[src/rtl/exc_addr_unit.sv]
// exc_addr_unit: registered address source select with prioritised exception vectoring.
// Requests are sticky until served; epc is captured only when leaving IDLE.
module exc_addr_unit #(
    parameter int WIDTH        = 32,
    parameter int VEC_NOT_OP   = 253,
    parameter int VEC_OVERFLOW = 254,
    parameter int VEC_DIVBY0   = 255
) (
    input  logic             clk,
    input  logic             reset,
    input  logic [3:0]       seletor,
    input  logic [WIDTH-1:0] pc,
    input  logic [WIDTH-1:0] alu_result,
    input  logic [WIDTH-1:0] rt,
    input  logic [WIDTH-1:0] rs,
    input  logic             exc_not_op,
    input  logic             exc_overflow,
    input  logic             exc_div0,
    input  logic             exc_ready,
    output logic [WIDTH-1:0] saida,
    output logic             exc_valid,
    output logic [1:0]       exc_cause,
    output logic [WIDTH-1:0] epc,
    output logic             exc_busy
);
    typedef enum logic {IDLE, VEC} state_t;

    localparam logic [WIDTH-1:0] V_NOT_OP = WIDTH'(VEC_NOT_OP);
    localparam logic [WIDTH-1:0] V_OVF    = WIDTH'(VEC_OVERFLOW);
    localparam logic [WIDTH-1:0] V_DIV0   = WIDTH'(VEC_DIVBY0);

    state_t           state_q, state_d;
    logic [2:0]       pend_q, pend_d;
    logic [WIDTH-1:0] saida_q, saida_d;
    logic [1:0]       cause_q, cause_d;
    logic [WIDTH-1:0] epc_q, epc_d;
    logic [2:0]       req, clr, rem;
    logic [WIDTH-1:0] sel_addr;
    logic [1:0]       top_cause;

    assign req = {exc_div0, exc_overflow, exc_not_op};

    // only the vector currently presented can be cleared, and only while in VEC
    assign clr = (state_q == VEC && exc_ready) ?
                 (cause_q == 2'd1 ? 3'b001 : cause_q == 2'd2 ? 3'b010 : cause_q == 2'd3 ? 3'b100 : 3'b000) :
                 3'b000;
    assign rem = (pend_q & ~clr) | req;

    assign top_cause = rem[0] ? 2'd1 : rem[1] ? 2'd2 : rem[2] ? 2'd3 : 2'd0;

    assign sel_addr = seletor == 4'd0 ? pc :
                      seletor == 4'd2 ? alu_result :
                      seletor == 4'd3 ? rt :
                      seletor == 4'd4 ? rs :
                      seletor == 4'd6 ? V_NOT_OP :
                      seletor == 4'd7 ? V_OVF : V_DIV0;

    always_comb begin
        state_d = state_q;
        pend_d  = rem;
        saida_d = saida_q;
        cause_d = cause_q;
        epc_d   = epc_q;
        if (state_q == IDLE || exc_ready) begin
            if (rem != 3'b000) begin
                state_d = VEC;
                cause_d = top_cause;
                saida_d = top_cause == 2'd1 ? V_NOT_OP : top_cause == 2'd2 ? V_OVF : V_DIV0;
                epc_d   = state_q == IDLE ? pc : epc_q;
            end else begin
                state_d = IDLE;
                cause_d = 2'd0;
                saida_d = sel_addr;
            end
        end
    end

    always_ff @(posedge clk) begin
        if (!reset) begin
            state_q <= IDLE;
            pend_q  <= '0;
            saida_q <= '0;
            cause_q <= '0;
            epc_q   <= '0;
        end else begin
            state_q <= state_d;
            pend_q  <= pend_d;
            saida_q <= saida_d;
            cause_q <= cause_d;
            epc_q   <= epc_d;
        end
    end

    assign saida     = saida_q;
    assign exc_valid = state_q == VEC;
    assign exc_cause = cause_q;
    assign epc       = epc_q;
    assign exc_busy  = (state_q == VEC) | (pend_q != 3'b000);
endmodule

[config.mk]
export PLATFORM = sky130hd
export DESIGN_NAME = exc_addr_unit
export DESIGN_NICKNAME = d
export VERILOG_FILES = /design/src/rtl/exc_addr_unit.sv
export SDC_FILE = /design/constraint.sdc
export NUM_CORES = 1
export LEC_CHECK = 0
export BUFFER_PORTS_ARGS = -buffer_cell sky130_fd_sc_hd__buf_2
export CORE_MARGIN = 2
export CORE_UTILIZATION = 49
export DETAILED_ROUTE_END_ITERATION = 7
export PLACE_DENSITY = 0.95
export REMOVE_ABC_BUFFERS = 1
export SYNTH_ARGS = -nofsm -noshare
export SYNTH_HDL_FRONTEND = slang
export SYNTH_SLANG_ARGS = --single-unit
[constraint.sdc]
create_clock -name clk -period 3.4 [get_ports clk]
set_input_delay 1.02 -clock clk [delete_from_list [all_inputs] [get_ports clk]]
set_output_delay 1.02 -clock clk [all_outputs]
set_load 0.1 [all_outputs]
Word level (Yosys, flattened, before mapping). Index checks and enable logic that the tools add are counted. W data, S select, Z words.

Bits in registers: 70. Bits of input ports: 138. Output and inout port bits: 68. Word-level logic and storage cells: 44.

Equal/unequal tests: 10. Mux-type cells: 18. Bitwise operators: 5. Reductions and logical operators: 6.

Operators with widths (count): $mux W32 (5); $eq A4 B3 Y1 const B (3); $mux W2 (6); $mux W3 (4); $eq A4 B2 Y1 const B (2); $eq A2 B2 Y1 const B (3); $reduce_bool A3 Y1 (2); $eq A2 B1 Y1 const B (2); $logic_not A4 Y1 (1); $and A3 B3 Y3 (1); $mux W1 (3); $not A3 Y3 (1); $or A3 B3 Y3 (1); $reduce_and A3 Y1 (1); $logic_and A1 B1 Y1 (1); $logic_or A1 B1 Y1 (1); $not A1 Y1 (1); $or A1 B1 Y1 (1).

Depth between registers and ports, before layout. Gate-level depths: netlist of the first run.

Depth in word-level cells: 15. Gate-level depth with buffers: 7. Mapped depth without buffers: 4.

Worst setup path after synthesis of the first run. Ideal clock, no wire load.

Kind: register to output. Start point: register state_q, in the netlist exc_valid. End point: output exc_busy. Data arrival time: 1.954 ns. Data required time: 2.380 ns. Path slack: 0.426 ns. Stages on the path, launching flop included: 3. Buffers on the path: 1. Cell sequence: dfxtp_1 > buf_2 > or4_1.

Longest elaborated chain between the ends: 1.

Ends and longest elaborated chain: start: declaration (line 32) `state_t state_q, state_d;`; start signal: assignment (line 86) `state_q <= state_d;`; $or A1 B1 Y1 (line 98) `assign exc_busy = (state_q == VEC) | (pend_q != 3'b000);`; end: declaration (line 24) `output logic exc_busy`.

Every way passes these cells.

Final worst setup path of the first run. Same ends and word-level chain as after synthesis.

==> metrics.txt, run 1 <==
status finished clean; Hold WC Path Type reg -> reg; Hold EP epc[24]$_SDFFE_PN0P_; ys flop type dfxtp_1; # hold bufs at CTS 0; Worst EP required around 2400 ps; PwrDens around 440 mW/mm2; Routability Congestion between 0.8 and 0.9; fmax approximately 380 MHz; clk slew on worst S/H paths ~70 ps; Clock Latency Late Sink 340 ps; Die Width 92.2 um; first-pass GRT wire length 20000 um; Root Buffer clkbuf_8; Buffers on Ports slightly above 200; final core occ about 66%; Post-synth ARST share 0%; Vias around 4400; 1st-iter DRT viols 350; Synth Register Bits 70; Final Skew 12.2 ps; Slew @ Worst Pin between 1000 and 1500 ps; drt first pass iters 5; die area 0.00850 mm2; Max-cap violations 0; worst reg2reg path startpoint exc_valid$_SDFFE_PN0N_; Die Height 92.2 um; r2r setup slk between 1000 and 1500 ps; Residual DRC 0; final WL approximately 13000 um; Overflow after GRT 0; Core Area roughly 0.0076 mm2; Worst Hold Launch epc[24]$_SDFFE_PN0P_; Post-DP HPWL slightly above 9000 um; GRT Overall Usage 29.6%; vias in the first global route ~4300; area grow syn2layout 32.2%; relative slew slack around 30%; Vias/cell 5.84; R2R depth 5; Mapped Area 0.00381 mm2; fin crit share between 70% and 80%; register area share after synthesis a little under two fifths; total clock sinks 70; Startpoint Class register; Post-synth EDFFs 0; post_cts resized 0; ant diodes 0; postcts setup bufs 0; final slew viol count 0; CTS Buf Count 9; worst-path maximum fanout 9; setup tns final 0 ps; worst vdd ir around 280 uV; DR WL/cell ~17 um; reg-to-reg endpoint epc[5]$_SDFFE_PN0P_; I/O pin count around 210; largest net degree at the start of global routing 43; CTS Buffer Depth 2; WP data arrival approximately 1600 ps; post-route ant nets 0; Syn Inst Count 455; syn_area_per_cell ~8.4 um2; CP endpoint kind output port; Starting Density between 40% and 50%; critical path type reg -> out; H-Tree Depth 3; CTS tree done; hold path depth 2; initial antenna violation count 0; CP Launch Point exc_valid$_SDFFE_PN0N_; Core Rows 32; RSZ-0062 raised after global routing no; final setup fails 0; Ys Warns 0; min Tclk post-route about 2600 ps; fraction of layout cells with a size suffix above 1 37.4%; Hold Vio Cnt, Final 0; fin nets just under 800; P_leak between 2 and 2.5 nW; Distinct cells, synth 51
worst max path at each step:
stage                                  end
global route        saida[25]$_SDFFE_PN0N_
detailed placement  saida[29]$_SDFFE_PN0N_
global placement    saida[18]$_SDFFE_PN0N_
CTS                               exc_busy
finish                            exc_busy
floorplan              epc[0]$_SDFFE_PN0P_
synth_stat cells, types with 2 or more instances:
cell type / count / share of area, %
o21a_1: 2 / 0.39
buf_6: 4 / 1.2
nor2b_1: 28 / 4.6
mux2i_1: 32 / 8.4
nor3_1: 4 / 0.53
a22o_1: 23 / 5.3
nor2_1: 28 / 2.8
nand3b_1: 2 / 0.39
nand4b_1: 2 / 0.46
nand2b_1: 7 / 1.1
a221oi_1: 27 / 6.2
a21oi_1: 8 / 1.1
nand2_1: 91 / 9.0
clkbuf_1: 21 / 2.1
buf_2: 11 / 1.4
a31oi_1: 7 / 1.1
o21bai_1: 6 / 1.2
and2_1: 4 / 0.66
buf_4: 8 / 1.6
inv_1: 5 / 0.49
o31ai_1: 23 / 4.5
dfxtp_1: 70 / 37
nor3b_1: 3 / 0.59
o22ai_1: 6 / 0.98
o21ai_0: 7 / 0.92
worst max-delay path, stage by stage (launching register included):
cell,delay [ps]
dfxtp_1,400
or4_1,540
buf_2,300
metrics by stage:
stage	total power, mW	cells	instance area [um2]	hold slack [ps]	setup WS [ps]
2_1_floorplan	1.35	411	3570	536	202
3_3_place_gp	1.54	731	4840	440	587
3_5_place_dp	1.56	731	4840	445	533
4_1_cts	2.24	747	5040	459	784
5_1_grt	2.31	747	5040	479	692
6_report	2.23	747	5040	457	795
routing by layer:
layer	vias up	global-route usage [%]	share of wire, %
met4	0	11.3	1.9
met1	2044	34.1	39
met5	-	0	0
li1	2014	-	-
met2	281	52.9	50
met3	25	6.90	9.1
cell usage in the layout (no fill, tap or decap), types with 2 or more instances in the layout:
cell	count
clkbuf_1	2
dfxtp_1	70
nand3b_1	2
a221oi_1	27
nor2_1	28
clkbuf_8	11
o21bai_1	6
buf_2	205
nand2b_1	7
nor3_1	4
o22ai_1	6
o21ai_0	7
inv_1	5
o31ai_1	23
buf_4	13
nor2b_2	2
a21oi_1	8
a22o_1	23
nor2b_1	26
mux2i_1	32
o21a_1	2
a31oi_1	7
nor3b_1	3
and2_1	4
nand4b_1	2
nand2_1	91
sequential cells by signal, summed over array words and instances (netlist names):
signal     cells
saida         32
exc_valid      1
exc_cause      2
epc           32
pend_q         3
report_power, final:
part | total [mW] | leakage (nW) | switching, mW | internal [mW]
logic | 0.658 | 1.74 | 0.482 | 0.176
clock network | 0.688 | 0.0996 | 0.309 | 0.379
registers | 0.887 | 0.575 | 0.0254 | 0.862
final cells by class:
| cell class | instances | area (um2) |
|---|---|---|
| Fill cell | 657 | 2610 |
| Multi-Input combinational cell | 336 | 2170 |
| Sequential cell | 70 | 1400 |
| Timing Repair Buffer | 218 | 1120 |
| Clock buffer | 13 | 159 |
| Tap cell | 102 | 128 |
| Clock inverter | 3 | 42.5 |
| Inverter | 5 | 18.8 |
cells by family (layout without fill, tap and decap cells):
group	Yosys count	in the layout	share of synthesized area, %
AO/OA/AOI/OAI	121	121	24.5
AND/OR/NAND/NOR	182	182	23.3
buffers and inverters	49	239	6.76
flip-flops	70	70	36.8
multiplexers	33	33	8.70
No activity file was read; power rests on OpenSTA's default activity.
==> run 2, diff against run 1 <==
--- a/config.mk
+++ b/config.mk
@@ -7,9 +7,9 @@
 export LEC_CHECK = 0
 export BUFFER_PORTS_ARGS = -buffer_cell sky130_fd_sc_hd__buf_2
 export CORE_MARGIN = 2
-export CORE_UTILIZATION = 49
+export CORE_UTILIZATION = 41
 export DETAILED_ROUTE_END_ITERATION = 7
-export PLACE_DENSITY = 0.95
+export PLACE_DENSITY = 0.85
 export REMOVE_ABC_BUFFERS = 1
 export SYNTH_ARGS = -nofsm -noshare
 export SYNTH_HDL_FRONTEND = slang
==> constraint.sdc (replaced) <==
create_clock -name clk -period 2.3 [get_ports clk]
set_input_delay 0.69 -clock clk [delete_from_list [all_inputs] [get_ports clk]]
set_output_delay 0.69 -clock clk [all_outputs]
set_load 0.1 [all_outputs]
==> run 2 against run 1 <==
Against the previous run: sequential cell count is the same; power grew 43%; wire length increased by 2.6%; sequential power up 48%; clock skew fell by 5.0 ps; sequential share of layout area shrank 0.50 points.
==> metrics.txt, run 2 (synthesis results as in run 1) <==
top layer in use met4; final setup fails 0; Slew @ Worst Pin ~1100 ps; critical path's slowest cell or4_1; Startpoint Class register; met1 wire length 5230 um; fin crit share between 90% and 100%; Residual DRC 0; worst-path maximum fanout 9; postcts setup bufs 0; most frequent cells in the layout buf_2, nand2_1, dfxtp_1; Root Buffer clkbuf_8; status finished clean; worst reg2reg path startpoint exc_valid$_SDFFE_PN0N_; drt first pass iters 5; commonest non-fill, non-tap cell in the layout buf_2; initial antenna violation count 0; Die Width between 100 and 150 um; WP data arrival ~1500 ps; metal3 WL between 1000 and 1500 um; DR WL/cell around 17 um; CTS tree done; RSZ-0062 raised after global routing no; Core Area a little over 0.009 mm2; CP endpoint kind output port; clk slew on worst S/H paths around 70 ps; Hold WC Path Type reg -> reg; crit-path cells or4_1 > buf_4; Vias/cell between 5 and 6; die area ~0.01 mm2; total power about 3.2 mW; post-route ant nets 0; relative slew slack between 20% and 30%; setup tns final 0 ps; min Tclk post-route roughly 2200 ps; 1st-iter DRT viols roughly 240; fin nets 780; total clock sinks 70; CTS Buffer Depth 2; Post-DP HPWL around 9500 um; GRT Overall Usage 25.5%; Vias between 4000 and 5000; Die Height between 100 and 150 um; Worst EP required 1610 ps; ant diodes 0; H-Tree Depth 3; largest net degree at the start of global routing 80; Hold Vio Cnt, Final 0; Setup WS post-layout ~130 ps; critical path type reg -> out; Routability Congestion approximately 0.85; P_leak 2.45 nW; met2 wire len around 6500 um; Max-cap violations 0; worst vdd ir 284 uV; Core Rows 35; I/O pin count 206; first-pass GRT wire length 20400 um; fmax between 400 and 500 MHz; fraction of layout cells with a size suffix above 1 37.7%; PwrDens a little over 600 mW/mm2; area grow syn2layout 34.7%; final WL around 13000 um; Clock Latency Late Sink around 330 ps; Buffers on Ports between 200 and 250; Overflow after GRT 0; Final Skew approximately 7.1 ps; pre-CTS setup slack -125 ps; Starting Density between 40% and 50%; slowest stage delay, CP 520 ps; CTS Buf Count 9; final slew viol count 0; vias in the first global route around 4300; Worst Hold Launch epc[29]$_SDFFE_PN0P_; CP Launch Point exc_valid$_SDFFE_PN0N_; r2r setup slk ~470 ps
## run 2: where the power goes
group          switching, mW  total [mW]  internal (mW)
Combinational          0.721        1.00          0.282
Clock                  0.439       0.868          0.429
Sequential            0.0391        1.31           1.27
## run 2: layout make-up
cell class,count,area (um2)
fill,826,3970
multi-input combinational,336,2170
sequential,70,1400
timing repair buffer,220,1240
clock buffer,11,151
tap,111,139
inverter,5,18.8
clock inverter,2,10.0
## run 2: per-stage QoR
| step | instances | util (%) | area, um2 | hold slack, ps |
|---|---|---|---|---|
| 2_1_floorplan | 411 | - | 3570 | 536 |
| 3_3_place_gp | 742 | 54.6 | 4970 | 440 |
| 3_5_place_dp | 742 | 54.6 | 4970 | 444 |
| 4_1_cts | 755 | 56.3 | 5130 | 462 |
| 5_1_grt | 755 | 56.4 | 5140 | 480 |
| 6_report | 755 | 56.4 | 5140 | 459 |
## run 2: per-layer routing
metal	GRT usage (%)	vias to the layer above
li1	-	2020
met1	29.5	1991
met2	45.1	276
met3	5.92	38
met4	10.7	0
met5	0	-
## run 2: final timing paths
check,end,depth (start not counted)
worst max-delay path,exc_busy,2
worst min-delay path,epc[29]$_SDFFE_PN0P_,2
worst max register to register,saida[20]$_SDFFE_PN0N_,3
worst min register to register,epc[29]$_SDFFE_PN0P_,2
## run 2: critical path, delay by kind of cell, from the launching register on
| family | cells | cell delay [ps] |
|---|---|---|
| AND/OR/NAND/NOR | 1 | 520 |
| flip-flops | 1 | 380 |
| buffers and inverters | 1 | 240 |
## run 2: timing repair
| action | CTS | global route |
|---|---|---|
| hold endpoints to repair | 0 | 0 |
| endpoints found under the setup margin | 0 | 1 |
| hold buffers | 0 | 0 |
| gates resized for setup | 0 | 3 |
